## config.mk

```make
export PLATFORM = sky130hd
export DESIGN_NAME = fiber_access_mem_arbiter
export DESIGN_NICKNAME = d
export VERILOG_FILES = /design/src/rtl/fiber_access_mem_arbiter.sv
export SDC_FILE = /design/constraint.sdc
export NUM_CORES = 1
export LEC_CHECK = 0
export ABC_AREA = 1
export CAP_MARGIN = 10
export CORE_ASPECT_RATIO = 1.1
export CORE_UTILIZATION = 40
export CTS_CLUSTER_DIAMETER = 30
export DETAILED_ROUTE_END_ITERATION = 7
export PLACE_DENSITY = 0.75
export SETUP_SLACK_MARGIN = 0.1
export SLEW_MARGIN = 10
export SYNTH_ARGS = -nofsm -noshare
export SYNTH_HDL_FRONTEND = slang
export SYNTH_SLANG_ARGS = --single-unit
```

## constraint.sdc

```tcl
create_clock -name clk_i -period 7.92 [get_ports clk_i]
set_input_delay 1.584 -clock clk_i [delete_from_list [all_inputs] [get_ports clk_i]]
set_output_delay 1.584 -clock clk_i [all_outputs]
set_load 0.05 [all_outputs]
```

## src/rtl/fiber_access_mem_arbiter.sv

```systemverilog
// fiber_access_mem_arbiter
//   Shares one single-port SRAM between a write requester and a read requester.
//   At most one access is granted per cycle. Read data comes back through a
//   small return FIFO. A read is only granted when the FIFO has room for its
//   data, so the consumer can stall without any data being lost.
//
// Ports
//   clk_i, flush_i          clock and synchronous active-high reset
//   clk_en_i                0 = freeze all state, issue no grants
//   wr_prio_mode_i          0 = round-robin, 1 = write priority with starvation guard
//   wr_req_i/wr_addr_i/wr_data_i/wr_ready_o        write request channel
//   rd_req_i/rd_addr_i/rd_ready_o                  read request channel
//   rd_data_o/rd_data_valid_o/rd_data_ready_i      read return FIFO head
//   addr_to_mem_o/data_to_mem_o/wen_to_mem_o/ren_to_mem_o/data_from_mem_i  SRAM side
module fiber_access_mem_arbiter #(
  parameter int ADDR_W        = 9,
  parameter int DATA_W        = 64,
  parameter int RD_FIFO_DEPTH = 2,
  parameter int MAX_WAIT      = 8
) (
  input  logic              clk_i,
  input  logic              flush_i,
  input  logic              clk_en_i,
  input  logic              wr_prio_mode_i,
  input  logic              wr_req_i,
  input  logic [ADDR_W-1:0] wr_addr_i,
  input  logic [DATA_W-1:0] wr_data_i,
  output logic              wr_ready_o,
  input  logic              rd_req_i,
  input  logic [ADDR_W-1:0] rd_addr_i,
  output logic              rd_ready_o,
  output logic [DATA_W-1:0] rd_data_o,
  output logic              rd_data_valid_o,
  input  logic              rd_data_ready_i,
  output logic [ADDR_W-1:0] addr_to_mem_o,
  output logic [DATA_W-1:0] data_to_mem_o,
  output logic              wen_to_mem_o,
  output logic              ren_to_mem_o,
  input  logic [DATA_W-1:0] data_from_mem_i
);

  localparam int PTR_W  = (RD_FIFO_DEPTH > 1) ? $clog2(RD_FIFO_DEPTH) : 1;
  localparam int CNT_W  = PTR_W + 1;
  localparam int SUM_W  = CNT_W + 1;
  localparam int WAIT_W = $clog2(MAX_WAIT + 1);

  typedef enum logic {
    GRANT_WR = 1'b0,
    GRANT_RD = 1'b1
  } grant_e;

  grant_e              last_grant_q;
  logic [WAIT_W-1:0]   wait_cnt_q;
  logic                inflight_q;
  logic [CNT_W-1:0]    fifo_cnt_q;
  logic [PTR_W-1:0]    wr_ptr_q;
  logic [PTR_W-1:0]    rd_ptr_q;
  logic [DATA_W-1:0]   fifo_mem [RD_FIFO_DEPTH];

  logic                active;
  logic [SUM_W-1:0]    credit_used;
  logic                rd_ok;
  logic                gnt_wr;
  logic                gnt_rd;
  logic                push;
  logic                pop;

  // Flush also blocks grants so nothing reaches the SRAM during reset.
  assign active      = clk_en_i & ~flush_i;
  // A read occupies a FIFO slot from grant onwards, so in-flight reads count as used credit.
  assign credit_used = SUM_W'(fifo_cnt_q) + SUM_W'(inflight_q);
  assign rd_ok       = rd_req_i & (credit_used < SUM_W'(RD_FIFO_DEPTH));

  always_comb begin
    gnt_wr = 1'b0;
    gnt_rd = 1'b0;
    if (active) begin
      if (wr_req_i && rd_ok) begin
        if (wr_prio_mode_i) begin
          if (wait_cnt_q == WAIT_W'(MAX_WAIT)) gnt_rd = 1'b1;
          else                                 gnt_wr = 1'b1;
        end else begin
          if (last_grant_q == GRANT_RD) gnt_wr = 1'b1;
          else                          gnt_rd = 1'b1;
        end
      end else if (wr_req_i) begin
        gnt_wr = 1'b1;
      end else if (rd_ok) begin
        gnt_rd = 1'b1;
      end
    end
  end

  assign wr_ready_o    = gnt_wr;
  assign wen_to_mem_o  = gnt_wr;
  assign rd_ready_o    = gnt_rd;
  assign ren_to_mem_o  = gnt_rd;
  assign addr_to_mem_o = gnt_wr ? wr_addr_i : (gnt_rd ? rd_addr_i : '0);
  assign data_to_mem_o = gnt_wr ? wr_data_i : '0;

  assign rd_data_valid_o = (fifo_cnt_q != '0);
  assign rd_data_o       = rd_data_valid_o ? fifo_mem[rd_ptr_q] : '0;

  // SRAM data is valid the cycle after ren, which is exactly when inflight_q is set.
  assign push = inflight_q;
  assign pop  = rd_data_valid_o & rd_data_ready_i;

  always_ff @(posedge clk_i) begin
    if (flush_i) begin
      last_grant_q <= GRANT_RD;
      wait_cnt_q   <= '0;
      inflight_q   <= 1'b0;
      fifo_cnt_q   <= '0;
      wr_ptr_q     <= '0;
      rd_ptr_q     <= '0;
    end else if (clk_en_i) begin
      inflight_q <= gnt_rd;

      if (gnt_wr)      last_grant_q <= GRANT_WR;
      else if (gnt_rd) last_grant_q <= GRANT_RD;

      if (gnt_rd)
        wait_cnt_q <= '0;
      else if (rd_req_i && (wait_cnt_q != WAIT_W'(MAX_WAIT)))
        wait_cnt_q <= wait_cnt_q + 1'b1;

      if (push) wr_ptr_q <= wr_ptr_q + 1'b1;
      if (pop)  rd_ptr_q <= rd_ptr_q + 1'b1;

      case ({push, pop})
        2'b10:   fifo_cnt_q <= fifo_cnt_q + 1'b1;
        2'b01:   fifo_cnt_q <= fifo_cnt_q - 1'b1;
        default: fifo_cnt_q <= fifo_cnt_q;
      endcase

      // The credit check in rd_ok must make a push into a full FIFO impossible.
      assert (!(push && !pop) || (fifo_cnt_q < CNT_W'(RD_FIFO_DEPTH)));
    end
  end

  always_ff @(posedge clk_i) begin
    if (!flush_i && clk_en_i && push) fifo_mem[wr_ptr_q] <= data_from_mem_i;
  end

endmodule

```

==> metrics.md, run 1 <==
| Metric | Value |
|---|---|
| Result of the run | finished clean |
| Nature of the critical path startpoint | input port |
| Setup repair after global routing missed its margin | false |
| Setup-violating endpoint count in the final report | 0 |
| CTS H-tree depth | 4 |
| Setup crit start | flush_i |
| GRT overflow | 0 |
| Reg-to-reg critical path startpoint | fifo_cnt_q[0] |
| Crit path DAT | around 4700 ps |
| Area overhead of the layout relative to synthesis | 55.6% |
| Net count after synthesis | between 700 and 800 |
| Number of enable-type register cells in the synthesized netlist | 128 |
| Number of buffers created by CTS | 17 |
| Number of top-level design ports | between 200 and 300 |
| Clock sink total | approximately 140 |
| Critical hold path startpoint | wr_ptr_q |
| Share of synthesized registers carrying an async set or reset | 0% |
| Total Wirelength | 16400 um |
| Max-slew violation total from the final report | 0 |
| Number of cells traversed by the worst hold path | 2 |
| Height of the die | around 140 um |
| End-of-flow core utilization | 63.9% |
| Number of warnings printed during yosys synthesis | 0 |
| Max-cap violations | 0 |
| Area of the die | about 17000 um^2 |
| Largest buffer count on any clock path | 2 |
| Clock edge transition at the registers on the reported setup and hold paths | about 60 ps |
| Count of instances resized after the clock tree is built | 0 |
| Average routed wire per standard cell | roughly 15 um |
| Relative slew slack | roughly two fifths |
| Diode insertion count for antenna repair | 0 |
| Hold-fix buffers, CTS | 0 |
| Number of synthesized register bits | about 140 |
| RePlAce Congestion | 0.781 |
| X dimension of the die | around 120 um |
| Placed cell area | roughly 9500 um^2 |
| Tmin final | 6250 ps |
| Highest net fanout along the worst path | 66 |
| Initial cell density of the core | roughly two fifths |
| Final count of hold timing violations | 0 |
| Area of all placed cells without fillers | between 10000 and 15000 um^2 |
| Total Neg Setup Slack | 0 ps |
| Via count | around 5000 |
| Worst hold path type | reg2reg |
| Terminating pin of the worst hold path | wr_ptr_q |
| Setup slack of the most critical reg-to-reg path | approximately 5600 ps |
| First-pass GRT wire length | between 20000 and 25000 um |
| Final period utilization | around four fifths |
| Share of layout cells above drive strength 1 | between 10% and 20% |
| Worst Path Required | about 6300 ps |
| Vias in the first global route | around 4800 |
| Worst-case vdd ir drop | between 150 and 200 uV |
| Worst-Margin Slew | just over 900 ps |
| Sequential area share after synthesis | between 60% and 70% |
| Post-Route Skew | slightly above 10 ps |
| Clock tree from TritonCTS | done |
| End of the worst register-to-register path | fifo_cnt_q[1] |
| Clock latency on the worst-skew pair | 420 ps |
| GRT Total Usage | about 20% |
| # Post-CTS Setup Buffers | 0 |
| Starting DRT DRC Count | 275 |
| Number of antenna violations at the first check in global routing | 2 |
| Total standard cell area after synthesis | roughly 6500 um^2 |
| Largest net degree at the start of global routing | 67 |
| Power density cells | roughly 180 nW/um^2 |
| Leakage power total | 3.78 nW |
| Std cell rows | 48 |
| Syn Area/Cell | between 10 and 15 um^2 |
| Worst-case reg-to-reg path depth | 9 |
| Highest clock rate | roughly 160 MHz |
| Final-stage net count | 1046 |
| Detailed-route DRC error count | 0 |
| Unique masters post-synth | 27 |
| Leading register cell type out of synthesis | sky130_fd_sc_hd__edfxtp_1 |
| Gate count of the mapped netlist | 602 |
| Core Area | between 15000 and 20000 um^2 |
| Detailed placer's ending HPWL | ~11000 um |
| Buffer cell driving the clock tree root | sky130_fd_sc_hd__clkbuf_16 |
| TritonRoute pass-1 iters | 4 |
| Type of destination of the critical path | output port |
| Number of vias per cell | roughly 4.5 |
| Kind of critical path | in2out |
| Count of buffers from port buffering | 294 |
| Antenna violation net count after detailed routing | 0 |
==> worst max path at each step <==
| stage | end | slack [ps] | depth (start not counted) |
|---|---|---|---|
| 6_report | addr_to_mem_o[0] | 1670 | 9 |
| 5_1_grt | addr_to_mem_o[1] | 1470 | 9 |
| 4_1_cts | addr_to_mem_o[2] | 1660 | 9 |
| 3_5_place_dp | addr_to_mem_o[2] | 1670 | 9 |
| 3_3_place_gp | addr_to_mem_o[4] | 1720 | 9 |
| 2_1_floorplan | fifo_mem[1][0] | 1210 | 3 |
==> power by group <==
part           internal, mW  switching [mW]  leakage, nW
combinational         0.110           0.127         2.27
sequential            0.805         0.00271         1.24
clock                 0.490           0.281        0.275
total                  1.41           0.411         3.78
==> cell families after synthesis <==
family                     synth area share, %
and+or+nand+nor                           22.0
buffers and inverters                     8.61
adders and majority gates                0.579
DFF                                       62.7
xor gates and xnor gates                 0.270
AOI/OAI and AO/OA                         5.83
==> synthesized netlist by cell type, drive strengths merged (3+ instances only) <==
library cell	number	area share, %
dfxtp	11	3.4
buf	21	3.2
inv	81	4.7
clkbuf	10	0.58
nand2	179	11
nand4	3	0.29
a21oi	68	5.2
nand3	6	0.46
o21ai	3	0.23
nor2	81	10
ha	3	0.58
edfxtp	128	59
==> layer usage <==
| metal | routed length, um | track usage, % | share of wire [%] |
|---|---|---|---|
| met1 | 6300 | 21.9 | 38 |
| met2 | 8540 | 33.9 | 52 |
| met5 | 13 | 0 | 0.079 |
| met4 | 337 | 7.16 | 2.1 |
| met3 | 1240 | 7.24 | 7.6 |
==> stage by stage <==
step | power [mW] | hold slack (ps) | setup WS (ps) | cells
finish | 1.82 | 476 | 1670 | 1103
global route | 1.88 | 506 | 1470 | 1103
detailed placement | 1.06 | 469 | 1670 | 1071
floorplan | 0.945 | 442 | 1210 | 602
global placement | 1.06 | 458 | 1720 | 1071
CTS | 1.83 | 476 | 1660 | 1103
==> critical path: stages <==
cell                              delay [ps]
sky130_fd_sc_hd__clkdlybuf4s50_1         660
sky130_fd_sc_hd__clkinv_4                160
sky130_fd_sc_hd__nand2_2                  60
sky130_fd_sc_hd__nor2_1                  290
sky130_fd_sc_hd__nand2_8                 530
sky130_fd_sc_hd__inv_2                   410
sky130_fd_sc_hd__nand2_1                  90
sky130_fd_sc_hd__nand2_1                  60
sky130_fd_sc_hd__clkdlybuf4s50_1         790
==> cell type report <==
| type | instances | area (um^2) |
|---|---|---|
| clock buffers | 19 | 433 |
| flip-flops and latches | 139 | 4070 |
| well taps | 200 | 250 |
| multi-input cells | 350 | 1890 |
| inverters | 82 | 313 |
| repair buffers | 300 | 2990 |
| fillers | 1264 | 5700 |
| clock inverters | 13 | 151 |
==> sequential cells by signal (all words and copies together) (netlist names), named ones only <==
signal	count
fifo_cnt_q	2
inflight_q	1
rd_ptr_q	1
fifo_mem	128
last_grant_q	1
wait_cnt_q	4
wr_ptr_q	1
==> cell usage in the layout (no fill, tap or decap) <==
| cell | Yosys | layout |
|---|---|---|
| sky130_fd_sc_hd__nor2_1 | 31 | 29 |
| sky130_fd_sc_hd__a21oi_1 | 68 | 68 |
| sky130_fd_sc_hd__nand2_2 | 4 | 4 |
| sky130_fd_sc_hd__o21bai_1 | 1 | 1 |
| sky130_fd_sc_hd__xor2_1 | 2 | 2 |
| sky130_fd_sc_hd__clkinv_4 | 1 | 3 |
| sky130_fd_sc_hd__inv_2 | 5 | 5 |
| sky130_fd_sc_hd__a21o_1 | 1 | 1 |
| sky130_fd_sc_hd__dfxtp_1 | 11 | 10 |
| sky130_fd_sc_hd__a21boi_1 | 1 | 1 |
| sky130_fd_sc_hd__clkbuf_1 | 10 | 2 |
| sky130_fd_sc_hd__nor2_4 | 50 | 52 |
| sky130_fd_sc_hd__nor3_2 | 0 | 1 |
| sky130_fd_sc_hd__nand2_8 | 0 | 1 |
| sky130_fd_sc_hd__inv_1 | 76 | 76 |
| sky130_fd_sc_hd__nand2_1 | 174 | 174 |
| sky130_fd_sc_hd__o21ai_0 | 3 | 3 |
| sky130_fd_sc_hd__clkdlybuf4s50_1 | 0 | 294 |
| sky130_fd_sc_hd__dfxtp_2 | 0 | 1 |
| sky130_fd_sc_hd__buf_4 | 3 | 6 |
| sky130_fd_sc_hd__ha_1 | 3 | 3 |
| sky130_fd_sc_hd__clkinv_2 | 0 | 2 |
| sky130_fd_sc_hd__edfxtp_1 | 128 | 128 |
| sky130_fd_sc_hd__clkinv_1 | 0 | 3 |
| sky130_fd_sc_hd__clkinvlp_4 | 0 | 3 |
| sky130_fd_sc_hd__bufinv_16 | 0 | 3 |
| sky130_fd_sc_hd__or2_1 | 1 | 1 |
| sky130_fd_sc_hd__nand3_1 | 6 | 6 |
| sky130_fd_sc_hd__nand4_1 | 3 | 3 |
| sky130_fd_sc_hd__clkbuf_16 | 0 | 17 |
(Power assumes the default switching activity.)
==> run 2: changes to the inputs <==
Clock period 7.92 ns to 6.2 ns, I/O delays scaled along.
==> run 2 against run 1 <==
  * Cell area increased by 0.65%
  * First-iteration DRC count shrank 24%
  * Wire length increased by 6.3%
  * Critical path depth shrank 1
  * Sequential share of layout area is 0.26 points lower
  * Register-to-register slack worse by 2000 ps
  * Clock-buffer cell count is 2 lower
  * Utilization is 0.41 points higher
  * Final cell count hardly changed
  * Clock power increased by 35%
  * Global-route usage grew 1.0 points
  * Non-clock buffer count up 1
  * Critical endpoint is now data_to_mem_o[1]
  * Largest power group is now clock
==> metrics.md, run 2 (synthesis gave the netlist of run 1 again) <==
| Metric | Value |
|---|---|
| Setup repair after global routing missed its margin | false (unchanged) |
| TritonRoute pass-1 iters | 4 (unchanged) |
| Power density cells | 234 nW/um^2 (was 180 nW/um^2) |
| Largest buffer count on any clock path | 2 (unchanged) |
| Starting DRT DRC Count | 210 (was 275) |
| Via count | 5023 (was 4987) |
| Clock edge transition at the registers on the reported setup and hold paths | 60 ps (about the same) |
| Final count of hold timing violations | 0 (unchanged) |
| Top sig layer | met4 (was met5) |
| Leakage power total | 3.82 nW (was 3.78 nW) |
| Count of buffers from port buffering | 294 (unchanged) |
| Nature of the critical path startpoint | input port (unchanged) |
| Highest net fanout along the worst path | 36 (was 66) |
| Detailed-route DRC error count | 0 (unchanged) |
| Leading cell type in the layout, fill and taps excluded | sky130_fd_sc_hd__clkdlybuf4s50_1 (unchanged) |
| Placed cell area | 9550 um^2 (was 9510 um^2) |
| Clock latency on the worst-skew pair | 420 ps (about the same) |
| Number of vias per cell | 4.55 (was 4.52) |
| Total Neg Setup Slack | 0 ps (unchanged) |
| Max-cap violations | 0 (unchanged) |
| Worst hold path type | reg2reg (unchanged) |
| Detailed placer's ending HPWL | 12500 um (was 11300 um) |
| Area of the die | 16700 um^2 (unchanged) |
| Finished Layout Cells | 1104 (was 1103) |
| Hold-fix buffers, CTS | 0 (unchanged) |
| Area used by multi-input combinational logic | 1900 um^2 (was 1890 um^2) |
| Initial cell density of the core | 41.0% (unchanged) |
| Clock sink total | 139 (unchanged) |
| Antenna violation net count after detailed routing | 0 (unchanged) |
| Highest clock rate | 189 MHz |
| Met1 wire length | 6960 um (was 6300 um) |
| Worst-Margin Slew | 1070 ps (was 930 ps) |
| Final-stage net count | 1047 (was 1046) |
| Total area of sequential cells | 4070 um^2 (unchanged) |
| Number of cells in the design after placement | 1072 (was 1071) |
| Tmin final | ~5300 ps |
| Total Wirelength | 17500 um (was 16400 um) |
| Worst-case vdd ir drop | 203 uV (was 183 uV) |
| X dimension of the die | 123 um (unchanged) |
| Number of top-level design ports | 295 (unchanged) |
| Clock tree from TritonCTS | done (unchanged) |
| RePlAce Congestion | 0.830 (was 0.781) |
| Combined buffer and inverter count along the critical path | 4 (unchanged) |
| Crit path DAT | 4050 ps (was 4660 ps) |
| Post-Route Skew | 3.32 ps (was 10.1 ps) |
| Average routed wire per standard cell | 15.8 um (was 14.9 um) |
| Diode insertion count for antenna repair | 0 (unchanged) |
| Vias in the first global route | 4737 (was 4763) |
| First-pass GRT wire length | 25200 um (was 24400 um) |
| Number of antenna violations at the first check in global routing | 1 (was 2) |
| Top library cells by usage in the layout, fill and taps aside | sky130_fd_sc_hd__clkdlybuf4s50_1 (294), sky130_fd_sc_hd__nand2_1 (174), sky130_fd_sc_hd__edfxtp_1 (128), sky130_fd_sc_hd__inv_1 (76), sky130_fd_sc_hd__a21oi_1 (68) (unchanged) |
| Share of layout cells above drive strength 1 | 11.5% (was 10.9%) |
| Type of destination of the critical path | output port (unchanged) |
| Largest net degree at the start of global routing | 65 (was 67) |
| Fillcell total | 1264 (unchanged) |
| Max-slew violation total from the final report | 0 (unchanged) |
| Largest stage delay on the critical path | 810 ps (was 790 ps) |
| Number of buffers created by CTS | 17 (unchanged) |
| Final period utilization | 85.3% |
| Buffer cell driving the clock tree root | sky130_fd_sc_hd__clkbuf_16 (unchanged) |
| Relative slew slack | 28.4% (was 38.0%) |
| GRT overflow | 0 (unchanged) |
| Worst-case reg-to-reg path depth | 9 (unchanged) |
| Height of the die | 136 um (unchanged) |
| Result of the run | finished clean (unchanged) |
| Number of flip-flops in the largest register | 128 (unchanged) |
| Worst Path Required | 4960 ps (was 6340 ps) |
| End-of-flow core utilization | 64.3% (was 63.9%) |
| Area of all placed cells without fillers | 10200 um^2 (was 10100 um^2) |
| Top reg by flops | fifo_mem (unchanged) |
| Terminating pin of the worst hold path | wr_ptr_q (unchanged) |
| List of cells traversed by the critical path | clkdlybuf4s50_1 > clkinv_4 > nand2_2 > nor2_1 > nand2_8 > buf_12 > nor2_1 > clkdlybuf4s50_1 (was clkdlybuf4s50_1 > clkinv_4 > nand2_2 > nor2_1 > nand2_8 > inv_2 > nand2_1 > nand2_1 > clkdlybuf4s50_1) |
| Slowest CP cell | sky130_fd_sc_hd__clkdlybuf4s50_1 (unchanged) |
| Setup-violating endpoint count in the final report | 0 (unchanged) |
| End of the worst register-to-register path | fifo_cnt_q[1] (unchanged) |
| Worst setup margin | 910 ps (was 1670 ps) |
| Count of instances resized after the clock tree is built | 0 (unchanged) |
| Reg-to-reg critical path startpoint | fifo_cnt_q[0] (unchanged) |
| CTS H-tree depth | 4 (unchanged) |
| Core Area | 15800 um^2 (unchanged) |
| Met2 routed wirelength | 8910 um (was 8540 um) |
| Registers with the most flip-flops | fifo_mem (128), wait_cnt_q (4), fifo_cnt_q (2) (unchanged) |
| Worst path top cell family by delay | buffers and inverters (unchanged) |
| Std cell rows | 48 (unchanged) |
| Number of cells traversed by the worst hold path | 2 (unchanged) |
| Met3 routed WL | 1320 um (was 1240 um) |
| Area overhead of the layout relative to synthesis | 56.6% (was 55.6%) |
| Kind of critical path | in2out (unchanged) |
| Post-placement worst setup slack | 902 ps (was 1670 ps) |
| GRT Total Usage | 20.7% (was 19.6%) |
| # Post-CTS Setup Buffers | 0 (unchanged) |
| Setup slack of the most critical reg-to-reg path | 3620 ps (was 5640 ps) |
| Critical hold path startpoint | wr_ptr_q (unchanged) |
-- run 2: cell types whose count changed in the layout (fill, tap and decap cells not counted), moves of 2 or more --
cell,delta
sky130_fd_sc_hd__buf_12,+2
sky130_fd_sc_hd__clkbuf_1,-2
sky130_fd_sc_hd__clkinv_1,-3
sky130_fd_sc_hd__clkinv_4,-2
sky130_fd_sc_hd__inv_6,+5
-- run 2: through the flow --
step	total power, mW	hold slack [ps]
floorplan	1.21	443
global placement	1.35	453
detailed placement	1.36	458
CTS	2.39	467
global route	2.44	482
finish	2.37	463
-- run 2: worst max-delay path by stage --
stage	startpoint	endpoint	slack (ps)	depth (start not counted)
detailed placement	flush_i	data_to_mem_o[0]	900	8
floorplan	clk_en_i	fifo_mem[0][0]	1550	3
global route	flush_i	data_to_mem_o[1]	790	8
finish	flush_i	data_to_mem_o[1]	910	8
global placement	flush_i	data_to_mem_o[1]	960	8
CTS	flush_i	data_to_mem_o[0]	900	8
-- run 2: final cells by class --
class | count | share of cell area [%]
Clock inverter | 15 | 1.82
Sequential cell | 139 | 40.0
Timing Repair Buffer | 301 | 29.7
Inverter | 82 | 3.08
Clock buffer | 17 | 4.19
Tap cell | 200 | 2.46
Multi-Input combinational cell | 350 | 18.7
-- run 2: power breakdown --
part / switching (mW) / internal [mW] / total (mW) / leakage, nW
clock: 0.398 / 0.639 / 1.04 / 0.289
sequential: 0.00363 / 1.03 / 1.03 / 1.24
combinational: 0.165 / 0.140 / 0.306 / 2.29
total: 0.567 / 1.81 / 2.37 / 3.82
-- run 2: routing by layer --
layer	track usage [%]	up-vias
met5	0	-
li1	-	2513
met2	35.6	163
met4	6.83	0
met3	6.94	26
met1	23.8	2321
-- run 2: worst reg2reg max path, delay by kind of cell (launching register included) --
kind	cells	cell delay (ps)
compound gates	4	500
buf+inv	1	560
simple gates	3	730
fa+ha+maj	1	310
flops	1	370
